===== config.mk =====
export PLATFORM = sky130hd
export DESIGN_NAME = decode_stage
export DESIGN_NICKNAME = d
export VERILOG_FILES = /design/src/rtl/decode_pkg.sv /design/src/rtl/regfile.sv /design/src/rtl/decode_stage.sv
export SDC_FILE = /design/constraint.sdc
export NUM_CORES = 2
export LEC_CHECK = 0
export ABC_AREA = 0
export BUFFER_PORTS_ARGS = -buffer_cell sky130_fd_sc_hd__buf_2
export CORE_ASPECT_RATIO = 0.6
export CORE_MARGIN = 10
export CORE_UTILIZATION = 25
export DETAILED_ROUTE_END_ITERATION = 10
export SLEW_MARGIN = 10
export SYNTH_ARGS = -nofsm -noshare
export SYNTH_HDL_FRONTEND = slang
export SYNTH_HIERARCHICAL = 1
export SYNTH_SLANG_ARGS = --single-unit

===== constraint.sdc =====
create_clock -name clk -period 32.9 [get_ports clk]
set_clock_uncertainty 0.15 [all_clocks]
set_input_delay 6.58 -clock clk [delete_from_list [all_inputs] [get_ports clk]]
set_output_delay 6.58 -clock clk [all_outputs]
set_load 0.05 [all_outputs]

===== src/rtl/decode_pkg.sv =====
// rtl/decode_pkg.sv - shared decode constants and ALU operation encoding
// Purpose: opcode, funct3 and funct7 constants for the supported RV32I subset,
//          the ALU operation enum and the NOP instruction word.
// Ports:   none (package)
package decode_pkg;

  localparam logic [31:0] NOP_INST = 32'h0000_0013;  // addi x0,x0,0

  localparam logic [6:0] OP_RTYPE  = 7'b0110011;
  localparam logic [6:0] OP_IALU   = 7'b0010011;
  localparam logic [6:0] OP_LOAD   = 7'b0000011;
  localparam logic [6:0] OP_STORE  = 7'b0100011;
  localparam logic [6:0] OP_BRANCH = 7'b1100011;

  localparam logic [2:0] F3_ADD_SUB = 3'b000;
  localparam logic [2:0] F3_SLL     = 3'b001;
  localparam logic [2:0] F3_SLT     = 3'b010;
  localparam logic [2:0] F3_XOR     = 3'b100;
  localparam logic [2:0] F3_SRL_SRA = 3'b101;
  localparam logic [2:0] F3_OR      = 3'b110;
  localparam logic [2:0] F3_AND     = 3'b111;
  localparam logic [2:0] F3_LW      = 3'b010;
  localparam logic [2:0] F3_SW      = 3'b010;
  localparam logic [2:0] F3_BEQ     = 3'b000;

  localparam logic [6:0] F7_BASE = 7'b0000000;
  localparam logic [6:0] F7_ALT  = 7'b0100000;  // selects SUB / SRA

  typedef enum logic [3:0] {
    ALU_ADD = 4'd0,
    ALU_SUB = 4'd1,
    ALU_AND = 4'd2,
    ALU_OR  = 4'd3,
    ALU_XOR = 4'd4,
    ALU_SLT = 4'd5,
    ALU_SLL = 4'd6,
    ALU_SRL = 4'd7,
    ALU_SRA = 4'd8
  } alu_op_t;

endpackage


===== src/rtl/regfile.sv =====
// rtl/regfile.sv - 32-entry register file with two bypassed read ports
// Purpose: integer register file; x0 reads as zero and ignores writes.
//          Reads are combinational and forward a same-cycle write.
// Ports:   clk, reset (async, active-high)
//          i_we, i_waddr, i_wdata     write port (commits at posedge)
//          i_raddr1/o_rdata1          read port 1
//          i_raddr2/o_rdata2          read port 2
module regfile #(
  parameter int XLEN = 32
) (
  input  logic            clk,
  input  logic            reset,
  input  logic            i_we,
  input  logic [4:0]      i_waddr,
  input  logic [XLEN-1:0] i_wdata,
  input  logic [4:0]      i_raddr1,
  output logic [XLEN-1:0] o_rdata1,
  input  logic [4:0]      i_raddr2,
  output logic [XLEN-1:0] o_rdata2
);

  logic [XLEN-1:0] r_mem [32];
  logic            w_wr_live;

  assign w_wr_live = i_we && (i_waddr != 5'd0);

  always_ff @(posedge clk or posedge reset) begin
    if (reset) begin
      for (int i = 0; i < 32; i++) begin
        r_mem[i] <= '0;
      end
    end else if (w_wr_live) begin
      r_mem[i_waddr] <= i_wdata;
    end
  end

  // Forwarding lets a consumer in decode see the value being written back
  // this cycle without waiting for the array to update.
  assign o_rdata1 = (i_raddr1 == 5'd0)                   ? '0      :
                    (w_wr_live && i_waddr == i_raddr1)   ? i_wdata :
                                                           r_mem[i_raddr1];
  assign o_rdata2 = (i_raddr2 == 5'd0)                   ? '0      :
                    (w_wr_live && i_waddr == i_raddr2)   ? i_wdata :
                                                           r_mem[i_raddr2];

endmodule


===== src/rtl/decode_stage.sv =====
// rtl/decode_stage.sv - RV32I subset decode stage with IF/ID register and regfile
// Purpose: registers fetch output in IF/ID (flush > stall > load), decodes
//          R/I-ALU/lw/sw/beq into controls and immediate, reads operands.
// Ports:   clk, reset (async, active-high)
//          if_valid/if_inst/if_pc      fetch word
//          stall, flush                IF/ID hold / invalidate
//          wb_en/wb_rd/wb_data         register write-back
//          id_valid, id_pc, rs1/rs2/rd, rs1_data/rs2_data, imm
//          alu_op, alu_src, mem_read, mem_write, reg_write, mem_to_reg,
//          branch, illegal             decoded controls (gated by id_valid)
module decode_stage #(
  parameter int          XLEN     = 32,
  parameter logic [31:0] NOP_INST = decode_pkg::NOP_INST
) (
  input  logic            clk,
  input  logic            reset,
  input  logic            if_valid,
  input  logic [31:0]     if_inst,
  input  logic [31:0]     if_pc,
  input  logic            stall,
  input  logic            flush,
  input  logic            wb_en,
  input  logic [4:0]      wb_rd,
  input  logic [XLEN-1:0] wb_data,
  output logic            id_valid,
  output logic [31:0]     id_pc,
  output logic [4:0]      rs1,
  output logic [4:0]      rs2,
  output logic [4:0]      rd,
  output logic [XLEN-1:0] rs1_data,
  output logic [XLEN-1:0] rs2_data,
  output logic [XLEN-1:0] imm,
  output logic [3:0]      alu_op,
  output logic            alu_src,
  output logic            mem_read,
  output logic            mem_write,
  output logic            reg_write,
  output logic            mem_to_reg,
  output logic            branch,
  output logic            illegal
);

  import decode_pkg::*;

  logic        r_valid;
  logic [31:0] r_inst;
  logic [31:0] r_pc;

  // Flush keeps the PC so the slot still carries a meaningful address.
  always_ff @(posedge clk or posedge reset) begin
    if (reset) begin
      r_valid <= 1'b0;
      r_inst  <= NOP_INST;
      r_pc    <= 32'd0;
    end else if (flush) begin
      r_valid <= 1'b0;
      r_inst  <= NOP_INST;
    end else if (!stall) begin
      r_valid <= if_valid;
      r_inst  <= if_inst;
      r_pc    <= if_pc;
    end
  end

  logic [6:0] w_opcode;
  logic [2:0] w_funct3;
  logic [6:0] w_funct7;

  assign w_opcode = r_inst[6:0];
  assign w_funct3 = r_inst[14:12];
  assign w_funct7 = r_inst[31:25];

  alu_op_t w_alu_op;
  logic    w_alu_src;
  logic    w_mem_read;
  logic    w_mem_write;
  logic    w_reg_write;
  logic    w_mem_to_reg;
  logic    w_branch;
  logic    w_illegal;

  always_comb begin
    w_alu_op     = ALU_ADD;
    w_alu_src    = 1'b0;
    w_mem_read   = 1'b0;
    w_mem_write  = 1'b0;
    w_reg_write  = 1'b0;
    w_mem_to_reg = 1'b0;
    w_branch     = 1'b0;
    w_illegal    = 1'b0;
    case (w_opcode)
      OP_RTYPE: begin
        w_reg_write = 1'b1;
        case (w_funct3)
          F3_ADD_SUB: w_alu_op = w_funct7[5] ? ALU_SUB : ALU_ADD;
          F3_SLL:     w_alu_op = ALU_SLL;
          F3_SLT:     w_alu_op = ALU_SLT;
          F3_XOR:     w_alu_op = ALU_XOR;
          F3_SRL_SRA: w_alu_op = w_funct7[5] ? ALU_SRA : ALU_SRL;
          F3_OR:      w_alu_op = ALU_OR;
          F3_AND:     w_alu_op = ALU_AND;
          default:    w_illegal = 1'b1;  // sltu not supported
        endcase
        // The alternate funct7 is only meaningful for sub and sra.
        if (!(w_funct7 == F7_BASE ||
              (w_funct7 == F7_ALT &&
               (w_funct3 == F3_ADD_SUB || w_funct3 == F3_SRL_SRA)))) begin
          w_illegal = 1'b1;
        end
      end
      OP_IALU: begin
        w_reg_write = 1'b1;
        w_alu_src   = 1'b1;
        case (w_funct3)
          F3_ADD_SUB: w_alu_op = ALU_ADD;
          F3_SLL: begin
            w_alu_op = ALU_SLL;
            if (w_funct7 != F7_BASE) w_illegal = 1'b1;
          end
          F3_SLT:     w_alu_op = ALU_SLT;
          F3_XOR:     w_alu_op = ALU_XOR;
          F3_SRL_SRA: begin
            if (w_funct7 == F7_BASE)     w_alu_op = ALU_SRL;
            else if (w_funct7 == F7_ALT) w_alu_op = ALU_SRA;
            else                         w_illegal = 1'b1;
          end
          F3_OR:      w_alu_op = ALU_OR;
          F3_AND:     w_alu_op = ALU_AND;
          default:    w_illegal = 1'b1;  // sltiu not supported
        endcase
      end
      OP_LOAD: begin
        if (w_funct3 == F3_LW) begin
          w_reg_write  = 1'b1;
          w_alu_src    = 1'b1;
          w_mem_read   = 1'b1;
          w_mem_to_reg = 1'b1;
        end else begin
          w_illegal = 1'b1;
        end
      end
      OP_STORE: begin
        if (w_funct3 == F3_SW) begin
          w_alu_src   = 1'b1;
          w_mem_write = 1'b1;
        end else begin
          w_illegal = 1'b1;
        end
      end
      OP_BRANCH: begin
        if (w_funct3 == F3_BEQ) begin
          w_branch = 1'b1;
          w_alu_op = ALU_SUB;
        end else begin
          w_illegal = 1'b1;
        end
      end
      default: w_illegal = 1'b1;
    endcase
    // An unsupported encoding must not leave any partial control asserted.
    if (w_illegal) begin
      w_alu_op     = ALU_ADD;
      w_alu_src    = 1'b0;
      w_mem_read   = 1'b0;
      w_mem_write  = 1'b0;
      w_reg_write  = 1'b0;
      w_mem_to_reg = 1'b0;
      w_branch     = 1'b0;
    end
  end

  // Immediate format follows the opcode alone.
  logic [XLEN-1:0] w_imm;

  always_comb begin
    w_imm = '0;
    case (w_opcode)
      OP_IALU, OP_LOAD:
        w_imm = {{(XLEN-12){r_inst[31]}}, r_inst[31:20]};
      OP_STORE:
        w_imm = {{(XLEN-12){r_inst[31]}}, r_inst[31:25], r_inst[11:7]};
      OP_BRANCH:
        w_imm = {{(XLEN-13){r_inst[31]}}, r_inst[31], r_inst[7],
                 r_inst[30:25], r_inst[11:8], 1'b0};
      default: w_imm = '0;
    endcase
  end

  regfile #(.XLEN(XLEN)) u_regfile (
    .clk      (clk),
    .reset    (reset),
    .i_we     (wb_en),
    .i_waddr  (wb_rd),
    .i_wdata  (wb_data),
    .i_raddr1 (r_inst[19:15]),
    .o_rdata1 (rs1_data),
    .i_raddr2 (r_inst[24:20]),
    .o_rdata2 (rs2_data)
  );

  assign id_valid   = r_valid;
  assign id_pc      = r_pc;
  assign rs1        = r_inst[19:15];
  assign rs2        = r_inst[24:20];
  assign rd         = r_inst[11:7];
  assign imm        = w_imm;
  assign alu_op     = r_valid ? w_alu_op : ALU_ADD;
  assign alu_src    = r_valid & w_alu_src;
  assign mem_read   = r_valid & w_mem_read;
  assign mem_write  = r_valid & w_mem_write;
  assign reg_write  = r_valid & w_reg_write;
  assign mem_to_reg = r_valid & w_mem_to_reg;
  assign branch     = r_valid & w_branch;
  assign illegal    = r_valid & w_illegal;

endmodule


==> reports/results.ini <==
[outcome]
status = finished, final reports clean

[final_layout]
final_cell_mix = mux2_2 (1,097), dfrtp_1 (1,076), mux4_2 (360)
final_nets = 4244
final_common_cell = mux2_2
seqCellArea_um2 = 27300
layout-drive-gt1-share_pct = 49.5
final_core_util_pct = 28.6
multi_input_area_um2 = 29000
area_growth_pct = 14.0
num-fill-cells = 23467

[power_and_ir_drop]
switching_share_pct = 30.0
power_frac_clock_pct = 35.3
p_int_mw = 2.85
share_comb_of_total_power_pct = 20.9
p_total_mw = 4.06
cellPowerDensity_nw_per_um2 = 61.0
p_leak_nw = 27.5
vdd_ir_drop_max_mv = 0.0477
p_sw_mw = 1.22
pwr-share-seq_pct = 43.8

[place]
io_buffers = 261
dp_hpwl_um = 123000
gp_congestion = 0.783

[global_route]
grt_pass1_wl_um = 311000
gr-total-overflow = 0
antenna_found_initial = 4
grt_max_degree = 188
grt_pass1_vias = 40574
grtUsageTotal_pct = 16.6

[sta]
hold_viol_final = 0
rsz0062_at_grt = false
finalSetupViolations = 0
max_freq_ghz = 0.0607
max_slew_margin_pct = 18.7
period_share_pct = 50.1
tns_ps = 0
slew_viol_final = 0
tightest_slew_ps = 1220
fin_crit_ps = 16480

[logic_synthesis]
yosysTopAreaCell = dfrtp_1
ys_types = 66
ys_ff_latch = 1089
ys_seq_area_share_pct = 46.7
synth_fp_nets = 4257
yosys-top-cells-area = dfrtp_1 (47%), mux2_2 (21%), mux4_2 (14%)
synthFlopType = dfrtp_1
synth_edf_count = 0
syn_area_um2 = 58400
synth_top_area_share_pct = 46.5
synth_warnings = 6
postSynthCellCount = 4150
synth_area_per_cell_um2 = 14.1
synth-async-reset-ratio_pct = 100

[clock_network]
holdBufCountCts = 0
htreeDepth = 3
cts_tree = yes
cts_buffers = 120
cts-root-buf = clkbuf_16
cts.sinks = 1089
clk_pin_slew_ps = 60
cts_buffer_depth = 3
clk-insertion-delay-late_ps = 770
post_cts_resized = 0
post-cts-setup-buffers = 0

[setup_path]
crit_chain = buf_2 > or3_1 > o311ai_1 > or2_2 > buf_4 > o311ai_0 > o211ai_1 > buf_2
slowest_delay_ps = 660
crit_fanout = 37
cpMaxStageDelayCell = o211ai_1
endpoint_kind = primary output
cp.arrival_ps = 9750
crit_buf_inv = 3
cp_common_cell = buf_2
path_class = input port to primary output
cp-start-kind = input port
cp_top_family = compound AO/OA/AOI/OAI gates
required_ps = 26170

[detailed_routing]
vias = 40202
dr.pass1.iters = 5
via_per_inst = 5.45
drtIter0Drc = 4926
totalWireLength_um = 220000
routedWlPerCell_um = 29.8
drcViolationCount = 0
postRouteAntennaNets = 0

[floorplanning]
die_area_um2 = 254000
ioPinCount = 262
core_area_um2 = 232000
dieHeight_um = 394
initial_core_util_pct = 25.1
fp-row-count = 137
die_w_um = 644

[run]
cap_violations = 0

[hold_path]
hp-class = flip-flop to flip-flop

flip-flops by register name, summed over array words and instances, names as in the netlist:
signal	count
u_regfile/r_mem	1024
id_pc	32
r_inst	32
id_valid	1
kinds of logic after synthesis:
family / Yosys count / share of synthesized area [%]
buffers and inverters: 513 / 4.12
AO/OA/AOI/OAI: 470 / 6.03
XOR/XNOR: 10 / 0.150
AND/OR/NAND/NOR: 292 / 2.54
flip-flops: 1089 / 46.7
multiplexers: 1776 / 40.5
power groups by stage:
| stage | combinational, mW | sequential, mW | clock (mW) |
|---|---|---|---|
| 6_report | 0.851 | 1.78 | 1.43 |
| 5_1_grt | 0.902 | 1.81 | 1.51 |
| 4_1_cts | 0.850 | 1.77 | 1.46 |
| 3_5_place_dp | 0.847 | 1.79 | 0 |
| 3_3_place_gp | 0.831 | 1.77 | 0 |
| 2_1_floorplan | 0.640 | 1.75 | 0 |
cell usage after synthesis, types with 5 or more instances:
master     count
a2111oi_0      5
a211o_1       12
a211oi_1       6
a21oi_1       84
a221o_1       35
a221oi_1      44
a22oi_1       69
a31oi_1        9
a32o_1        32
and2_1         9
and3_1         9
buf_1         49
buf_2        142
buf_4         62
buf_6          8
clkbuf_1     238
dfrtp_1     1086
inv_1         10
mux2_2      1097
mux2i_1      317
mux4_2       360
nand2_1       75
nand2b_1      17
nand3_1       18
nand3b_1       7
nor2_1        75
nor2b_1       12
nor3_1        21
nor3b_1        5
nor4_1        13
o211ai_1       8
o21ai_0       38
o221ai_1      63
o22a_1         6
o22ai_1       40
o31ai_1        6
or2_2          7
or3_1          5
xnor2_1        8
metal layers:
layer	GRT usage (%)	share of wire (%)	up-vias
met5	0	0.012	-
met4	7.44	5.2	4
met3	4.05	9.0	498
met2	25.5	45	2074
met1	22.0	41	21693
li1	-	-	15933
final timing paths:
path / startpoint / end / slack (ps) / depth (start not counted)
worst max register to register: r_inst[15] / r_inst[15] / 30790 / 3
min in group asynchronous: reset / id_pc[9] / 5930 / 3
worst min register to register: u_regfile/r_mem[1006] / u_regfile/r_mem[1006] / 240 / 0
worst min-delay path: u_regfile/r_mem[1006] / u_regfile/r_mem[1006] / 240 / 0
worst max-delay path: wb_rd[2] / rs2_data[15] / 16420 / 8
max in group asynchronous: reset / u_regfile/r_mem[100] / 22650 / 7
per-stage QoR:
step | std cells | instance area [µm²] | worst slack, ps | hold WS (ps)
CTS | 7369 | 66600 | 16410 | 249
finish | 7374 | 66600 | 16420 | 245
global route | 7370 | 66600 | 16370 | 260
detailed placement | 7142 | 62400 | 16420 | 234
global placement | 7142 | 62400 | 16340 | 228
floorplan | 4150 | 58400 | 12060 | 291
area by class of cell:
| class | instances | share of cell area (%) |
|---|---|---|
| inverters | 12 | 0.0752 |
| diodes | 5 | 0.0188 |
| well taps | 3127 | 5.88 |
| flip-flops and latches | 1089 | 41.0 |
| clock buffers | 164 | 5.12 |
| clock inverters | 63 | 1.19 |
| repair buffers | 366 | 3.26 |
| multi-input cells | 2548 | 43.5 |
Power figures use the tool's default switching activity.
